### src/rtl/dds_pkg.sv
// dds_pkg: shared DDS FIFO selects, idle address and sequencer states
package dds_pkg;
  typedef enum logic [1:0] {THETAS = 2'd0, DELTAS = 2'd1, AMPLS = 2'd2} dds_sel_e;
  typedef enum logic [1:0] {IDLE, RST, LOAD, RUN} dds_seq_state_e;
  localparam logic [8:0] IDLE_ADDR = 9'h1FF;
endpackage

### src/rtl/dds_cfg_bank.sv
// dds_cfg_bank: per-channel shadow theta/delta/amplitude words
module dds_cfg_bank #(
  parameter int SIG_WIDTH = 16,
  parameter int NUM_CH = 8,
  parameter int CH_W = $clog2(NUM_CH)
) (
  input  logic                 clk,
  input  logic                 a_rst_n,
  input  logic                 we,
  input  logic [CH_W-1:0]      wr_ch,
  input  logic [1:0]           wr_sel,
  input  logic [SIG_WIDTH-1:0] wr_data,
  input  logic [CH_W-1:0]      rd_ch,
  input  logic [1:0]           rd_sel,
  output logic [SIG_WIDTH-1:0] rd_data
);
  logic [SIG_WIDTH-1:0] mem [NUM_CH][3];
  always_ff @(posedge clk or negedge a_rst_n)
    if (!a_rst_n) begin
      for (int c = 0; c < NUM_CH; c++)
        for (int s = 0; s < 3; s++) mem[c][s] <= '0;
    end else if (we) mem[wr_ch][wr_sel] <= wr_data;
  assign rd_data = (rd_sel == 2'd3 || 32'(rd_ch) >= NUM_CH) ? '0 : mem[rd_ch][rd_sel];
endmodule

### src/rtl/dds_seq_ctrl.sv
// dds_seq_ctrl: configures, loads and starts/stops the time-multiplexed DDS core
module dds_seq_ctrl import dds_pkg::*; #(
  parameter int SIG_WIDTH = 16,
  parameter int NUM_CH = 8,
  parameter int CH_W = $clog2(NUM_CH)
) (
  input  logic                 clk,
  input  logic                 a_rst_n,
  input  logic                 i_cfg_valid,
  output logic                 o_cfg_ready,
  input  logic [CH_W-1:0]      i_cfg_ch,
  input  logic [1:0]           i_cfg_sel,
  input  logic [SIG_WIDTH-1:0] i_cfg_data,
  output logic                 o_cfg_err,
  input  logic                 i_cmd_start,
  input  logic                 i_cmd_stop,
  output logic                 o_dds_rst,
  output logic                 o_dds_start,
  output logic [8:0]           o_dds_addrs,
  output logic [SIG_WIDTH-1:0] o_dds_fifo_data,
  output logic                 o_running,
  output logic                 o_busy,
  output logic                 o_load_done,
  output logic [CH_W-1:0]      o_ch_idx
);
  dds_seq_state_e state, nxt;
  logic [1:0] ld_sel, n_sel;
  logic [CH_W-1:0] ld_ch, n_ch;
  logic [SIG_WIDTH-1:0] rd_data;
  logic acc, bad, in_load, ch_wrap, last, idx_wrap;
  assign o_cfg_ready = state == IDLE || state == RUN;
  assign o_dds_rst = state == RST;
  assign o_dds_start = state == RUN;
  assign o_running = state == RUN;
  assign o_busy = state == RST || state == LOAD;
  assign acc = i_cfg_valid && o_cfg_ready;
  assign bad = i_cfg_sel == 2'd3 || 32'(i_cfg_ch) >= NUM_CH;
  assign in_load = state == LOAD;
  assign ch_wrap = 32'(ld_ch) == NUM_CH - 1;
  assign last = ld_sel == AMPLS && ch_wrap;
  assign idx_wrap = 32'(o_ch_idx) == NUM_CH - 1;
  // ld_ch/ld_sel name the word currently on the bus; n_* is the one registered next
  assign n_ch = in_load && !ch_wrap ? ld_ch + 1'b1 : '0;
  assign n_sel = !in_load ? 2'd0 : ch_wrap ? ld_sel + 2'd1 : ld_sel;
  always_ff @(posedge clk or negedge a_rst_n)
    if (!a_rst_n) state <= IDLE;
    else state <= nxt;
  always_comb begin
    nxt = state;
    case (state)
      IDLE:    nxt = i_cmd_start && !i_cmd_stop ? RST : IDLE;
      RST:     nxt = i_cmd_stop ? IDLE : LOAD;
      LOAD:    nxt = i_cmd_stop ? IDLE : last ? RUN : LOAD;
      default: nxt = i_cmd_stop ? IDLE : i_cmd_start ? RST : RUN;
    endcase
  end
  always_ff @(posedge clk or negedge a_rst_n)
    if (!a_rst_n) begin
      ld_ch <= '0;
      ld_sel <= '0;
      o_dds_addrs <= IDLE_ADDR;
      o_dds_fifo_data <= '0;
      o_load_done <= 1'b0;
      o_ch_idx <= '0;
      o_cfg_err <= 1'b0;
    end else begin
      ld_ch <= n_ch;
      ld_sel <= n_sel;
      o_dds_addrs <= nxt == LOAD ? {7'd0, n_sel} : IDLE_ADDR;
      o_dds_fifo_data <= nxt == LOAD ? rd_data : '0;
      o_load_done <= state == LOAD && nxt == RUN;
      o_ch_idx <= state == RUN && nxt == RUN ? (idx_wrap ? '0 : o_ch_idx + 1'b1) : '0;
      o_cfg_err <= acc && bad;
    end
  dds_cfg_bank #(.SIG_WIDTH(SIG_WIDTH), .NUM_CH(NUM_CH), .CH_W(CH_W)) u_bank (
    .clk(clk),
    .a_rst_n(a_rst_n),
    .we(acc && !bad),
    .wr_ch(i_cfg_ch),
    .wr_sel(i_cfg_sel),
    .wr_data(i_cfg_data),
    .rd_ch(n_ch),
    .rd_sel(n_sel),
    .rd_data(rd_data)
  );
endmodule

### config.mk
export PLATFORM = sky130hd
export DESIGN_NAME = dds_seq_ctrl
export DESIGN_NICKNAME = d
export VERILOG_FILES = /design/src/rtl/dds_pkg.sv /design/src/rtl/dds_cfg_bank.sv /design/src/rtl/dds_seq_ctrl.sv
export SDC_FILE = /design/constraint.sdc
export NUM_CORES = 1
export LEC_CHECK = 0
export ABC_AREA = 1
export BUFFER_PORTS_ARGS = -buffer_cell sky130_fd_sc_hd__buf_2
export CORE_UTILIZATION = 62
export DETAILED_ROUTE_END_ITERATION = 12
export HOLD_SLACK_MARGIN = 0.08
export PLACE_DENSITY = 0.8
export SETUP_SLACK_MARGIN = 0.15
export SLEW_MARGIN = 20
export SYNTH_ARGS = -nofsm -noshare
export SYNTH_HDL_FRONTEND = slang
export SYNTH_SLANG_ARGS = --single-unit
### constraint.sdc
create_clock -name clk -period 2.56 [get_ports clk]
set_input_delay 0.512 -clock clk [delete_from_list [all_inputs] [get_ports clk]]
set_output_delay 0.512 -clock clk [all_outputs]
set_load 0.03 [all_outputs]
Yosys cells after proc, flatten, opt, wreduce, memory -nomap -nowiden:

Cells that the tools add are included.

* mux-type cells: 26
* bitwise logic cells: 4
* reductions and logical operators: 16
* order comparisons: 6
* equality and inequality tests: 10
* add/sub/neg operators: 3

Operators with widths (number)
* $bwmux 384: 1
* $bmux 48 s3: 1
* $demux 48 s3: 1
* $mux 48: 3
* $mux 16: 5
* $bmux 16 s2: 1
* $demux 16 s2: 1
* $eq 2x2->1 const B: 7
* $mux 2: 6
* $logic_and 1x1->1: 10
* $mux 3: 3
* $mux 9: 1
* $ge 4x4->1 const B: 2
* $not 3->4: 2
* $add 3x1->3 const B: 2
* $eq 3x3->1 const B: 2
* $ge 3x3->1 const B: 2
* $not 2->3: 2
* $pmux 2 s3: 1
* $lt 4x1->1 const B: 1
* $logic_not 1->1: 3
* $lt 3x1->1 const B: 1
* $add 2x1->2 const B: 1
* $eq 2x1->1 const B: 1
* other kinds (3): 5

* logic and storage cells: 97
* output and inout port bits: 35
* register bits after elaboration: 421
* input port bits: 26

Longest topological paths before layout:

* word-level depth: 13
* depth in mapped cells: 15
* gate-level depth less buffers: 13

Cells and area by module:

From an unflattened synthesis, not the netlist that was laid out.

* cells, all modules: 2323
* area total of the unflattened synthesis: 18806.8 µm²

By module, submodules not included
* dds_cfg_bank: cells an instance 2196, seq. area each 9609.2 µm², times used 1, area each 17481.8 µm²
* dds_seq_ctrl: cells an instance 127, seq. area each 779.5 µm², times used 1, area each 1325.0 µm²

Least setup slack after synthesis:

OpenSTA, ideal clock, no wires.

* path type: reg-to-reg
* start: register state[0]
* end: register u_bank.mem[113] in the netlist's numbering
* period minus slack after synthesis: 2229 ps
* data required time: 2427 ps
* path slack: 331 ps
* stages on the path, launching flop included: 10
* arrival time: 2096 ps
* path buffers: 1
* setup time: 133 ps
* path through: dfrtp_1 -> inv_1 -> ha_1 -> inv_1 -> nand2_1 -> nor3_2 -> nand2_1 -> clkbuf_1 -> nand2_1 -> o21ai_0

* cells in the longest elaborated chain, start to end: 4
* elaborated cells on any way between the ends: 5
* classes of those cells: eq/ne: 1; reduce/logical: 4

Ends and longest elaborated chain
* start, declared: line dds_seq_ctrl.sv:26 `dds_seq_state_e state, nxt;`
* start signal, assigned: line dds_seq_ctrl.sv:47 `else state <= nxt;`
* $eq 2x2->1 / $logic_not 2->1 (equally long branches): line dds_seq_ctrl.sv:31 `assign o_cfg_ready = state == IDLE || state == RUN;`
* $logic_or 1x1->1 (*): line dds_seq_ctrl.sv:31
* via o_cfg_ready: line dds_seq_ctrl.sv:10 `output logic o_cfg_ready,`
* $logic_and 1x1->1 (*): line dds_seq_ctrl.sv:36 `assign acc = i_cfg_valid && o_cfg_ready;`
* $logic_and 1x1->1 (*): line dds_seq_ctrl.sv:78 `.we(acc && !bad),`
* end signal, assigned by index: line dds_cfg_bank.sv:22 `end else if (we) mem[wr_ch][wr_sel] <= wr_data;`
* end, declared: line dds_cfg_bank.sv:17 `logic [SIG_WIDTH-1:0] mem [NUM_CH][3];`

The timed path passes the listed nets; every way through them passes the cells marked *.
A chain may end at the register's enable or synchronous reset.

Worst setup path after layout:

* start: register ld_ch[0]
* end: register o_dds_fifo_data[6]

* cells in the longest elaborated chain, start to end: 13
* elaborated cells on any way between the ends: 23
* classes of those cells: add/sub: 1; eq/ne: 3; mux: 14; bitwise: 2; reduce/logical: 3

Ends and longest elaborated chain
* start, declared: line dds_seq_ctrl.sv:28 `logic [CH_W-1:0] ld_ch, n_ch;`
* start signal, assigned: line dds_seq_ctrl.sv:67 `ld_ch <= n_ch;`
* parallel branches: the longest is 12 deep, another holds $add 3x1->3
* $mux 16 (*): line dds_seq_ctrl.sv:70 `o_dds_fifo_data <= nxt == LOAD ? rd_data : '0;`
* end signal, assigned: line dds_seq_ctrl.sv:70
* end, declared: line dds_seq_ctrl.sv:20 `output logic [SIG_WIDTH-1:0] o_dds_fifo_data,`

Every way passes the cells marked *. The select of a mux whose other input is x is not followed.

==> run metrics <==
result of the run complete, no violations; I/O pin cnt roughly 60; register clock-pin slew on the reported worst setup and hold paths ~0.060 ns; actual slew at the worst max-slew pin 0.9769 ns; critical path required time 2.99 ns; leakage component of the power between 10 and 15 nW; Peak supply drop 630.1 uV; routed vias approximately 17k; clock root buffer clkbuf_16; maximum clock skew at final layout 0.01156 ns; source-to-sink clock delay at the later pin of the worst-skew pair between 0.5 and 0.6 ns; number of inserted filler cells in the final layout around 2.2k; HPWL after DPL between 30,000 and 40,000 um; cell with the biggest individual delay on the critical path dfrtp_1; part of the total power dissipated in combinational logic between 10% and 20%; remaining number of nets flagged by the antenna check after routing 0; Via-to-Cell Ratio about 6; area of the die between 30,000 and 40,000 sq um; Switching Share between 20% and 30%; Die W ~180 um; Cell Pwr Density 828.8 nW/um^2; layout cells sized above 1 10.56%; fraction of post-synthesis cell area in the top cell type by area between 50% and 60%; Rows between 60 and 70; critical path's largest stage delay ~0.40 ns; final critical-path share of the clock period 93.79%; cells taking the most area after synthesis dfrtp_1, nand2_1, o21ai_0, nand3_1, clkbuf_1; Iteration-0 DRC Markers between 2k and 2.5k; power consumption between 15 and 20 mW; highest achievable clock rate 416.5 MHz; Final Wtd Congestion about 0.9; fraction of power consumed by sequential logic between 40% and 50%; total internal power 12.62 mW; element type at the critical path end flop; gate count after technology mapping between 2k and 2.5k; final hold violation count 0; CTS HTree Levels 2; deepest clock path buffer count 3; most frequent cells in the layout nand2_1, dfrtp_1, o21ai_0; Post-Syn Area roughly 19,000 sq um; clock network fraction of design power about a third; maximum number of pins on one net before global-route repair 97; post-layout net count between 2k and 2.5k; Fin Hold WS between 0.15 and 0.2 ns; CTS tree built; global-route wire length before repair 88,530 um; drc violations 0; RSZ-0062 raised after global routing no; final number of max-transition violations 0; total CTS buffers 43; cell count after placement around 2.7k; crit-path max FO 26; Routed WL per cell just over 20 um; most common cell after layout, fill and taps aside nand2_1; Worst Path Arrival roughly 2.8 ns; initial antenna violation count 0; max-capacitance violation count 0; flop and latch count out of synthesis between 400 and 500; crit path launch type flop; worst hold-check path type input port to flop; cell-by-cell trace of the critical path ha_1 -> ha_2 -> inv_4 -> buf_4 -> nand3_4 -> buf_12 -> buf_12 -> nand2_1 -> nand3_1 -> nand3_1 -> nand3_1 -> nand2_1 -> nand2_2 -> nand2_1 -> inv_1; Total Negative Setup Slacks 0 ns; number of synthesis warnings 0; Die Y 177.2 um; first drt pass iteration count 11; largest delay contributor family on the critical path simple AND/OR/NAND/NOR gates; final cell count without fillers 2,815; starting density of the core between 60% and 70%; min cycle time layout 2.401 ns; net load switching power about 5.2 mW; core region area approximately 30,000 sq um; post-synthesis cell type count 25; path type of the worst setup path flop to flop; synth-to-layout area growth 13.19%; number of global-route vias before repair between 15k and 20k; average cell area after synthesis about 8 sq um; aggregate global-route resource usage between 30% and 40%; total wire length between 50,000 and 60,000 um; number of nets produced by synthesis around 2.4k; part of the Yosys area used for sequential elements 54.60%; number of buffer cells added on primary ports 60; Slew headroom 34.80%; setup-violating endpoint count in the final report 0; post-synthesis cell type with the largest combined area dfrtp_1; total number of clock tree sinks roughly 420; Remaining Overflow, GRT 0; CP bufs+invs 5
layout make-up:
type	count	area (sq um)	area share, %
Antenna cell	1	2.502	0.01162
Clock buffer	68	1292	6.002
Clock inverter	6	80.08	0.3719
Inverter	86	332.8	1.546
Multi-Input combinational cell	1692	7516	34.90
Sequential cell	415	10390	48.24
Tap cell	390	488.0	2.266
Timing Repair Buffer	157	1434	6.659
path summary, 6_finish.rpt:
kind	startpoint	end	slack, ns	cells after the start
max	ld_ch[0]	o_dds_fifo_data[6]	0.16	15
min in group asynchronous	a_rst_n	u_bank.mem[27]	0.50	2
max in group asynchronous	a_rst_n	u_bank.mem[149]	1.18	3
min	i_cmd_stop	state[0]	0.16	2
min reg2reg	o_ch_idx[0]	o_ch_idx[0]	0.48	1
max reg2reg	ld_ch[0]	o_dds_fifo_data[6]	0.16	15
worst reg2reg max path: cells and delay by family (launching register included):
family	cells	cell delay, ns
adder cells (fa/ha/maj)	2	0.48
buffers and inverters	5	0.57
AND/OR/NAND/NOR	8	0.85
flip-flops	1	0.40
routing by layer:
layer	track usage, %	part of all wire, %
met3	7.796	11
met5	0	0
met2	57.37	45
met1	49.90	39
met4	15.88	4.8
synthesized netlist by cell type, drive strengths merged:
cell type / instances
and3: 1
buf: 68
clkbuf: 124
dfrtp: 412
dfstp: 3
ha: 10
inv: 86
nand2: 914
nand3: 277
nand4: 16
nor2: 73
nor3: 15
nor3b: 2
o21ai: 384
logic make-up (layout without fill, tap and decap cells):
family	Yosys count	in the layout	share of synthesized area [%]
fa+ha+maj	10	10	0.6576
compound gates	384	384	10.10
buf+inv	278	317	6.340
flops	415	415	54.60
simple gates	1298	1298	28.30
other cells	0	1	0
per-stage QoR:
step / utilization [%] / worst slack [ns] / instance area [sq um]
2_1_floorplan: - / 0.3310 / 19030
3_3_place_gp: 66.19 / 0.05387 / 19770
3_5_place_dp: 66.19 / -0.01066 / 19770
4_1_cts: 71.22 / 0.1518 / 21280
5_1_grt: 72.07 / 0.1088 / 21530
6_report: 72.08 / 0.1589 / 21530
registers in the layout, indices dropped and copies added (netlist names):
register and cells:
state 2, o_cfg_err 1, o_load_done 1, o_ch_idx 3, ld_sel 2, o_dds_fifo_data 16, ld_ch 3, o_dds_addrs 3
u_bank.mem 384
power by group through the flow:
stage               sequential (mW)  combinational [mW]  clock [mW]
finish                         8.50                3.18        6.17
global route                   8.62                3.62        6.45
CTS                            8.46                3.04        6.18
detailed placement             8.54                2.98           0
global placement               8.50                2.85           0
floorplan                      8.40                2.12           0
what timing repair did:
| item | in CTS | in global routing |
|---|---|---|
| setup endpoints to repair | 15 | 47 |
| gates cloned | 1 | 5 |
| hold buffers | 1 | 0 |
| gates resized for setup | 7 | 18 |
| setup buffers | 7 | 5 |
| pin swaps | 3 | 3 |
| hold endpoints to repair | 38 | 0 |
No activity file was read; power rests on OpenSTA's default activity.
